`src/rtl/unidade_controle_jogo.sv`:
```
// Game distribution controller: draws a seed, loads it, then walks five
// players through hide/reveal of their class before signalling completion.
//
// state    | meaning
// ---------+-------------------------------------------------------------
// INICIAL  | clear seed counter, player counter and seed register
// SORTEIA  | free-run the seed counter until the start button is pressed
// ESPERA   | wait one cycle for the seed ROM read
// REGISTRA | load the seed register from the ROM
// PREPARA  | clear the player counter
// ESCONDE  | current player's class hidden, wait for next button
// REVELA   | current player's class shown, wait for next button
// AVANCA   | move to the next player, or finish after the last one
// FIM      | distribution done, start button begins a new game
module unidade_controle_jogo (
  input  logic       clock,
  input  logic       rst_global_n,
  input  logic       iniciar,
  input  logic       proximo,
  input  logic       CJ_fim,
  output logic       rst_global,
  output logic       zera_CS,
  output logic       inc_seed,
  output logic       e_seed_reg,
  output logic       zera_CJ,
  output logic       inc_jogador,
  output logic       mostra_classe,
  output logic       pronto,
  output logic [3:0] db_estado
);

  typedef enum logic [3:0] {
    INICIAL  = 4'd0,
    SORTEIA  = 4'd1,
    ESPERA   = 4'd2,
    REGISTRA = 4'd3,
    PREPARA  = 4'd4,
    ESCONDE  = 4'd5,
    REVELA   = 4'd6,
    AVANCA   = 4'd7,
    FIM      = 4'd8
  } state_t;

  state_t state;
  state_t next_state;

  logic iniciar_prev;
  logic proximo_prev;
  logic iniciar_pulse;
  logic proximo_pulse;

  // Previous button levels; reset to 1 so a button held through reset
  // does not count as a fresh press.
  always_ff @(posedge clock) begin
    if (!rst_global_n) begin
      iniciar_prev <= 1'b1;
      proximo_prev <= 1'b1;
    end else begin
      iniciar_prev <= iniciar;
      proximo_prev <= proximo;
    end
  end

  assign iniciar_pulse = iniciar & ~iniciar_prev;
  assign proximo_pulse = proximo & ~proximo_prev;

  // State register.
  always_ff @(posedge clock) begin
    if (!rst_global_n) begin
      state <= INICIAL;
    end else begin
      state <= next_state;
    end
  end

  // Next-state logic; each state only looks at the pulse it cares about,
  // so a simultaneous press of the other button is simply dropped.
  always_comb begin
    next_state = INICIAL;
    case (state)
      INICIAL:  next_state = SORTEIA;
      SORTEIA:  next_state = iniciar_pulse ? ESPERA : SORTEIA;
      ESPERA:   next_state = REGISTRA;
      REGISTRA: next_state = PREPARA;
      PREPARA:  next_state = ESCONDE;
      ESCONDE:  next_state = proximo_pulse ? REVELA : ESCONDE;
      REVELA:   next_state = proximo_pulse ? AVANCA : REVELA;
      AVANCA:   next_state = CJ_fim ? FIM : ESCONDE;
      FIM:      next_state = iniciar_pulse ? INICIAL : FIM;
      default:  next_state = INICIAL;
    endcase
  end

  // Output decode from the current state; inc_jogador is suppressed on the
  // last player so the player counter never wraps.
  always_comb begin
    rst_global    = 1'b0;
    zera_CS       = 1'b0;
    inc_seed      = 1'b0;
    e_seed_reg    = 1'b0;
    zera_CJ       = 1'b0;
    inc_jogador   = 1'b0;
    mostra_classe = 1'b0;
    pronto        = 1'b0;
    case (state)
      INICIAL: begin
        rst_global = 1'b1;
        zera_CS    = 1'b1;
        zera_CJ    = 1'b1;
      end
      SORTEIA:  inc_seed      = 1'b1;
      REGISTRA: e_seed_reg    = 1'b1;
      PREPARA:  zera_CJ       = 1'b1;
      REVELA:   mostra_classe = 1'b1;
      AVANCA:   inc_jogador   = ~CJ_fim;
      FIM:      pronto        = 1'b1;
      default: ;
    endcase
  end

  assign db_estado = state;

endmodule

```
`config.mk`:
```
export PLATFORM = sky130hd
export DESIGN_NAME = unidade_controle_jogo
export DESIGN_NICKNAME = d
export VERILOG_FILES = /design/src/rtl/unidade_controle_jogo.sv
export SDC_FILE = /design/constraint.sdc
export NUM_CORES = 1
export LEC_CHECK = 0
export CAP_MARGIN = 30
export CORE_AREA = 2 2 39 41
export CTS_CLUSTER_DIAMETER = 40
export CTS_CLUSTER_SIZE = 10
export DETAILED_ROUTE_END_ITERATION = 10
export DIE_AREA = 0 0 41 43
export PLACE_DENSITY = 0.57
export RECOVER_POWER = 25
export SLEW_MARGIN = 20
export SYNTH_ARGS = -nofsm -noshare
export SYNTH_HDL_FRONTEND = slang
export SYNTH_SLANG_ARGS = --single-unit
```
`constraint.sdc`:
```
create_clock -name clock -period 1.3 [get_ports clock]
set_input_delay 0.195 -clock clock [delete_from_list [all_inputs] [get_ports clock]]
set_output_delay 0.195 -clock clock [all_outputs]
set_load 0.02 [all_outputs]
```
==> reports/summary.txt, run 1 <==
Clock Pin Slew Worst Setup and Hold Paths = 50 ps
post-synthesis sequential area ratio = 30.77%
fill count = 136
worst r2r src = db_estado[2]
IO Count = 17
Post-Synth Adder-Cell Area = 0%
R2R Setup Slk = 100 ps
post-synth net total = 51
worst-case reg-to-reg path depth = 7
setup violators final = 4
crit start category = register
Final Routed Wirelength = 1.049 mm
Die Span X = 41 um
Period minus WS final = 1353 ps
die height = 43 um
Arrival @ worst endpoint = 1160 ps
count of different cell masters after synthesis = 22
initial antenna violation count = 0
Ant. Diodes = 0
Nets = 84
unrepaired setup endpoints after global routing = true
sequential share of power = 39.0%
r2r endpoint = db_estado[3]
vias after detailed routing = 445
Yosys reg bits = 6
NetSw = 0.1432 mW
Initial Utilization = 28.21%
Fin Setup TNS = -199.5 ps
Synth Flop Type = dfxtp_1
die area = 0.001763 sq mm
share of cells above drive strength 1 = 57.14%
remaining antenna violation count = 0
chain of cells forming the critical path = buf_12, nor4_4, buf_4
synthesized area = 390.4 sq um
worst-margin pin slew = 215.4 ps
fmax = 739.0 MHz
Pwr Density = 717.1 mW/mm^2
CTS Sinks = 6
Worst setup EP type = output pin
top cell type's share of synthesized area = 30.77%
CP max-delay cell = dfxtp_2
Post-synth EDFFs = 0
post-route DRC violation count = 0
ys async rst share = 0%
gr usage total = 12.78%
IO Port Bufs = 16
Hold Fails Final Rpt = 0
failing checks = setup timing
root buf cell = clkbuf_4
router iterations before antenna repair = 4
synthesis warning total = 0
Req. time, crit path = 1110 ps
largest net degree at the start of global routing = 12
Hold EP = db_estado[2]
Leak = 0.3351 nW
skew final = 5.970 ps
dpl hpwl = 753.7 um
CP bufs+invs = 2
simple-gate area share of the yosys netlist = 42.31%
part of the cycle the worst path needs = 104.1%
number of vias per cell = 4.785
worst hold slack = 380.5 ps
max-cap violations = 0
DP Worst Slack = -511.4 ps
H-tree Lvls = 1
Hold Crit Depth = 3
first-pass GRT wire length = 1.587 mm
later-pin clock latency in the skew report = 240 ps
delay-heaviest family, CP = flip-flops
Synth Area in XOR/XNOR = 0%
ranking of synthesized cells by area = dfxtp_1 (31%), buf_6 (12%), nand2b_1 (8.0%)
Pint = 0.3870 mW
biggest area consumer among synthesized cells = dfxtp_1
grt ovf = 0
peak supply drop = 0.0004509 V
status = finished, violations left
post-route setup slack = -53.26 ps
wire length per cell = 11.28 um
largest buffer count on any clock path = 2
Min-Delay Startpoint = CJ_fim
Max FO, Critical Path = 6
Core Util, Final = 53.44%
Largest stage delay, worst path = 340 ps
DR iter-0 viols = 6
FP Rows = 14
Comb pwr share = 29.1%
Syn Area/Cell = 8.486 sq um
Placeable Area = 0.001384 sq mm
total CTS buffers = 3
Synth Instances = 46
P&R area growth vs syn = 89.42%
largest family of logic cells by synthesized area = simple AND/OR/NAND/NOR gates
post-synthesis mux area share = 0%
GP Congestion = 0.7409
crit path kind = register to output pin
Total Power Consumption = 0.5303 mW
CTS Hold Bufs = 0
compound-cell area share of the yosys netlist = 12.50%
Clk pwr share = 31.9%
worst min path class = primary input to register
vias in the first global route = 393
sw frac = 27.01%
Max Slew Vio Count = 0
CTS tree = done
Slew headroom = 85.54%
==> what timing repair did <==
item                       CTS  global route
pin swaps                    5             5
setup endpoints to repair   12            10
buffers inserted             4             2
resized for setup           62            15
==> worst max-delay path by stage <==
stage | startpoint | end | depth (start not counted)
2_1_floorplan | db_estado[1] | zera_CS | 3
6_report | db_estado[3] | rst_global | 3
4_1_cts | db_estado[1] | zera_CS | 3
5_1_grt | db_estado[3] | zera_CS | 3
3_3_place_gp | CJ_fim | inc_jogador | 4
3_5_place_dp | CJ_fim | inc_jogador | 4
==> kinds of logic after synthesis <==
group	Yosys count
and+or+nand+nor	26
AOI/OAI and AO/OA	8
buffers and inverters	6
DFF	6
==> through the flow <==
step / instances / area, sq um
6_report: 93 / 739.5
5_1_grt: 93 / 739.5
3_3_place_gp: 84 / 638.1
4_1_cts: 91 / 704.4
3_5_place_dp: 84 / 638.1
2_1_floorplan: 46 / 415.4
==> synthesized netlist by cell type (2+ instances only) <==
cell type / count
a21oi_1: 3
buf_6: 4
dfxtp_1: 6
nand2_1: 4
nand2b_1: 5
nand3_1: 2
nor2_1: 2
nor3_1: 4
nor3b_1: 2
o21ai_0: 2
==> cells in the final DEF (no fill, tap or decap), types with 2 or more instances in the layout <==
cell type         n
a21oi_1           3
buf_2             2
buf_4            15
buf_6             8
clkbuf_2          2
clkbuf_4          3
clkdlybuf4s50_1   2
dfxtp_1           2
dfxtp_2           2
dfxtp_4           2
nand2_1           4
nand2b_1          5
nor3_1            2
==> power by group through the flow <==
| stage | sequential (mW) | combinational, mW | clock [mW] |
|---|---|---|---|
| floorplan | 0.206 | 0.0812 | 0 |
| global placement | 0.208 | 0.140 | 0 |
| detailed placement | 0.208 | 0.140 | 0 |
| CTS | 0.205 | 0.148 | 0.172 |
| global route | 0.207 | 0.165 | 0.189 |
| finish | 0.207 | 0.154 | 0.169 |
==> layer usage <==
| layer | track usage, % | up-vias | share of wire [%] |
|---|---|---|---|
| met5 | 0 | - | 0 |
| met4 | 4.000 | 0 | 0 |
| met1 | 17.15 | 197 | 42 |
| met3 | 3.141 | 0 | 7.5 |
| met2 | 19.38 | 20 | 50 |
| li1 | - | 228 | - |
==> final cells by class <==
cell class	count	area, sq um	share of cell area, %
well taps	16	20.02	2.707
flip-flops and latches	6	130.1	17.60
clock buffers	3	22.52	3.046
repair buffers	33	295.3	39.93
multi-input cells	34	267.8	36.21
inverters	1	3.754	0.5076
==> worst reg2reg max path, delay by kind of cell (launching register included) <==
family	cells	cell delay (ps)
and+or+nand+nor	1	40
DFF	1	350
buffers and inverters	4	490
AOI/OAI and AO/OA	2	220
==> sequential cells by signal, summed over array words and instances (netlist names) <==
signal and cells:
db_estado 4, iniciar_prev 1, proximo_prev 1
(Power assumes the default switching activity.)
==> run 2: changes to the inputs <==
--- a/config.mk
+++ b/config.mk
@@ -8,10 +8,10 @@
 export CAP_MARGIN = 30
 export CORE_AREA = 2 2 39 41
 export CTS_CLUSTER_DIAMETER = 40
-export CTS_CLUSTER_SIZE = 10
+export CTS_CLUSTER_SIZE = 40
 export DETAILED_ROUTE_END_ITERATION = 10
 export DIE_AREA = 0 0 41 43
-export PLACE_DENSITY = 0.57
+export PLACE_DENSITY = 0.59
 export RECOVER_POWER = 25
 export SLEW_MARGIN = 20
 export SYNTH_ARGS = -nofsm -noshare
==> constraint.sdc (replaced) <==
create_clock -name clock -period 1.1 [get_ports clock]
set_input_delay 0.165 -clock clock [delete_from_list [all_inputs] [get_ports clock]]
set_output_delay 0.165 -clock clock [all_outputs]
set_load 0.02 [all_outputs]
==> reports/summary.txt, run 2 (same netlist as run 1, synthesis figures left out) <==
die area = 0.001763 sq mm
DP Worst Slack = -635.4 ps
fill count = 133
failing checks = setup timing
GP Congestion = 0.7663
unrepaired setup endpoints after global routing = true
first-pass GRT wire length = 1.897 mm
Ant. Diodes = 0
share of cells above drive strength 1 = 61.84%
FP Rows = 14
H-tree Lvls = 1
initial antenna violation count = 0
part of the cycle the worst path needs = 116.6%
Final Routed Wirelength = 1.211 mm
CTS Sinks = 6
Arrival @ worst endpoint = 1120 ps
skew final = 1.234 ps
crit path kind = register to output pin
Req. time, crit path = 940 ps
Leak = 0.3432 nW
post-route DRC violation count = 0
Slew headroom = 81.49%
most common cell after layout, fill and taps aside = buf_4
Max Slew Vio Count = 0
wire length per cell = 13.16 um
Worst setup EP type = output pin
Pwr Density = 831.2 mW/mm^2
Clock Pin Slew Worst Setup and Hold Paths = 50 ps
CTS tree = done
worst-case reg-to-reg path depth = 5
Min-Delay Startpoint = CJ_fim
Hold Fails Final Rpt = 0
largest buffer count on any clock path = 2
peak supply drop = 0.0004299 V
grt ovf = 0
crit path from = db_estado[3]
P&R area growth vs syn = 95.83%
worst-margin pin slew = 274.8 ps
Max FO, Critical Path = 5
Period minus WS final = 1282 ps
IO Port Bufs = 16
max-cap violations = 0
Storage cell area = 135.1 sq um
total CTS buffers = 3
die height = 43 um
remaining antenna violation count = 0
footprint of the multi-input gates = 284.0 sq um
CTS Hold Bufs = 0
router iterations before antenna repair = 4
gr usage total = 16.18%
Hold Crit Depth = 3
dpl hpwl = 691.7 um
Initial Utilization = 28.21%
Nets = 83
setup violators final = 9
worst min path class = primary input to register
status = finished, violations left
Placeable Area = 0.001384 sq mm
largest net degree at the start of global routing = 9
root buf cell = clkbuf_4
Die Span X = 41 um
later-pin clock latency in the skew report = 250 ps
post-route setup slack = -182.3 ps
Placed Cells = 84
number of vias per cell = 4.837
crit start category = register
fmax = 779.9 MHz
vias in the first global route = 412
commonest cells after routing, fill and taps aside = buf_4 (14), buf_6 (13)
IO Count = 17
Non-Filler Instances = 92
DR iter-0 viols = 5
worst r2r src = db_estado[2]
vias after detailed routing = 445
Largest register FFs = 4
run 2: metrics by stage:
| step | hold slack [ps] | utilization (%) | total power, mW | TNS (ps) | cell area [sq um] |
|---|---|---|---|---|---|
| 2_1_floorplan | 238.0 | - | 0.3411 | -376.3 | 429.2 |
| 3_3_place_gp | 592.7 | 46.20 | 0.4140 | -4440 | 639.4 |
| 3_5_place_dp | 594.3 | 46.20 | 0.4143 | -4481 | 639.4 |
| 4_1_cts | 534.6 | 52.98 | 0.6396 | -1295 | 733.2 |
| 5_1_grt | 411.3 | 55.24 | 0.6657 | -1908 | 764.5 |
| 6_report | 381.5 | 55.24 | 0.6354 | -1297 | 764.5 |
run 2: what timing repair did:
| action | CTS | global route |
|---|---|---|
| buffers inserted | 6 | 2 |
| resized for setup | 81 | 8 |
| pin swaps | 6 | 6 |
| setup endpoints to repair | 13 | 15 |
| hold endpoints to repair | 0 | 0 |
run 2: worst paths after layout:
check | slack (ps) | end
min reg2reg | 600 | db_estado[1]
max | -180 | inc_jogador
min | 380 | db_estado[2]
max reg2reg | -40 | db_estado[3]
run 2: critical path: stages, from the launching register on:
cell and delay [ps]:
dfxtp_4 380, or2_4 260, nor2_2 120, buf_6 120
run 2: power by group:
group | switching [mW] | leakage [nW] | internal [mW]
Sequential | 0.0161 | 0.0522 | 0.221
Combinational | 0.0783 | 0.277 | 0.110
Clock | 0.0858 | 0.0138 | 0.124
Total | 0.180 | 0.343 | 0.455
run 2: layer usage:
layer	wire [um]	share of wire, %	vias up	global-route usage (%)
li1	-	-	221	-
met1	481	40	207	20.65
met2	643	53	15	24.69
met3	70	5.8	2	1.571
met4	15	1.2	0	10.00
met5	0	0	-	0
run 2: cell type report:
| type | instances | area share (%) |
|---|---|---|
| clock buffer | 3 | 2.946 |
| tap | 16 | 2.619 |
| timing repair buffer | 32 | 39.12 |
| sequential | 6 | 17.68 |
| inverter | 1 | 0.4910 |
| multi-input combinational | 34 | 37.15 |
==> run 3: changes to the inputs <==
--- a/config.mk
+++ b/config.mk
@@ -5,13 +5,14 @@
 export SDC_FILE = /design/constraint.sdc
 export NUM_CORES = 1
 export LEC_CHECK = 0
+export ABC_CLOCK_PERIOD_IN_PS = 1100
 export CAP_MARGIN = 30
 export CORE_AREA = 2 2 39 41
 export CTS_CLUSTER_DIAMETER = 40
 export CTS_CLUSTER_SIZE = 40
 export DETAILED_ROUTE_END_ITERATION = 10
 export DIE_AREA = 0 0 41 43
-export PLACE_DENSITY = 0.59
+export PLACE_DENSITY = 0.66
 export RECOVER_POWER = 25
 export SLEW_MARGIN = 20
 export SYNTH_ARGS = -nofsm -noshare
==> reports/summary.txt, run 3 (same netlist as run 1, synthesis figures left out) <==
CTS tree = done
Req. time, crit path = 940 ps
Arrival @ worst endpoint = 1110 ps
dpl hpwl = 694.8 um
Clock Pin Slew Worst Setup and Hold Paths = 50 ps
Period minus WS final = 1275 ps
Slew headroom = 84.67%
first-pass GRT wire length = 1.869 mm
grt ovf = 0
worst r2r src = db_estado[2]
status = finished, violations left
worst min path class = primary input to register
IO Count = 17
max-cap violations = 0
vias after detailed routing = 459
DP Worst Slack = -627.5 ps
commonest cells after routing, fill and taps aside = buf_6 (15), buf_4 (15), nand2b_1 (4), dfxtp_4 (4)
fill count = 128
GP Congestion = 0.7535
DR iter-0 viols = 8
root buf cell = clkbuf_4
number of vias per cell = 4.832
H-tree Lvls = 1
Leak = 0.3477 nW
remaining antenna violation count = 0
P&R area growth vs syn = 104.5%
total CTS buffers = 3
failing checks = setup timing
peak supply drop = 0.0003614 V
R2R Setup Slk = -90 ps
Initial Utilization = 28.21%
wire length per cell = 12.31 um
worst-case reg-to-reg path depth = 5
Fin Setup TNS = -1431 ps
die area = 0.001763 sq mm
skew final = 4.712 ps
initial antenna violation count = 0
IO Port Bufs = 16
Ant. Diodes = 0
part of the cycle the worst path needs = 115.9%
crit path kind = register to output pin
Nets = 86
vias in the first global route = 416
later-pin clock latency in the skew report = 250 ps
worst-margin pin slew = 229.0 ps
fmax = 784.1 MHz
largest net degree at the start of global routing = 10
Largest register FFs = 4
gr usage total = 16.20%
Hold Crit Depth = 2
Pwr Density = 817.4 mW/mm^2
Min-Delay Startpoint = proximo
Max Slew Vio Count = 0
unrepaired setup endpoints after global routing = true
Placeable Area = 0.001384 sq mm
post-route DRC violation count = 0
Die Span X = 41 um
Final Routed Wirelength = 1.169 mm
crit start category = register
largest buffer count on any clock path = 2
FP Rows = 14
Max FO, Critical Path = 9
Hold Fails Final Rpt = 0
CTS Sinks = 6
router iterations before antenna repair = 3
post-route setup slack = -175.4 ps
die height = 43 um
Hold EP = proximo_prev
r2r endpoint = db_estado[0]
setup violators final = 11
Worst setup EP type = output pin
share of cells above drive strength 1 = 65.82%
## run 3: through the flow
step / utilization, % / cell area, sq um / power, mW / instances / hold slack [ps]
finish: 57.69 / 798.3 / 0.6525 / 95 / 544.6
global placement: 45.66 / 631.9 / 0.4090 / 83 / 518.9
global route: 57.69 / 798.3 / 0.6985 / 95 / 552.2
floorplan: - / 429.2 / 0.3411 / 46 / 238.0
CTS: 53.44 / 739.5 / 0.6313 / 92 / 539.8
detailed placement: 45.66 / 631.9 / 0.4108 / 83 / 530.3
## run 3: power breakdown
part           switching [mW]  internal [mW]  total, mW
Clock                  0.0858          0.124      0.210
Sequential             0.0177          0.221      0.239
Combinational          0.0813          0.122      0.204
Total                   0.185          0.468      0.652
## run 3: metal layers
metal	track usage, %	part of all wire (%)	vias to the layer above
li1	-	-	229
met1	19.09	42	209
met2	24.38	52	19
met3	4.712	4.6	2
met4	10.00	1.2	0
met5	0	0	-
## run 3: worst max-delay path by stage
stage                      start           to  cells after the start
floorplan           db_estado[0]      zera_CS                      3
global placement          CJ_fim  inc_jogador                      4
detailed placement        CJ_fim  inc_jogador                      4
CTS                 db_estado[2]     inc_seed                      2
global route        db_estado[0]   rst_global                      2
finish              db_estado[2]     inc_seed                      2
## run 3: worst max-delay path: stages, from the launching register on
cell	delay [ps]
dfxtp_4	390
nor4b_4	290
buf_4	190
## run 3: final cells by class
class / count / area [sq um] / share of cell area [%]
multi-input combinational: 34 / 290.3 / 36.36
sequential: 6 / 135.1 / 16.93
inverter: 1 / 3.754 / 0.4702
tap: 16 / 20.02 / 2.508
timing repair buffer: 35 / 326.6 / 40.91
clock buffer: 3 / 22.52 / 2.821
## run 3: what timing repair did
action,4_1_cts,5_1_grt
hold buffers,0,0
setup buffers,6,3
pin swaps,3,8
gates cloned,0,0
resized for setup,80,14
setup endpoints to repair,13,15
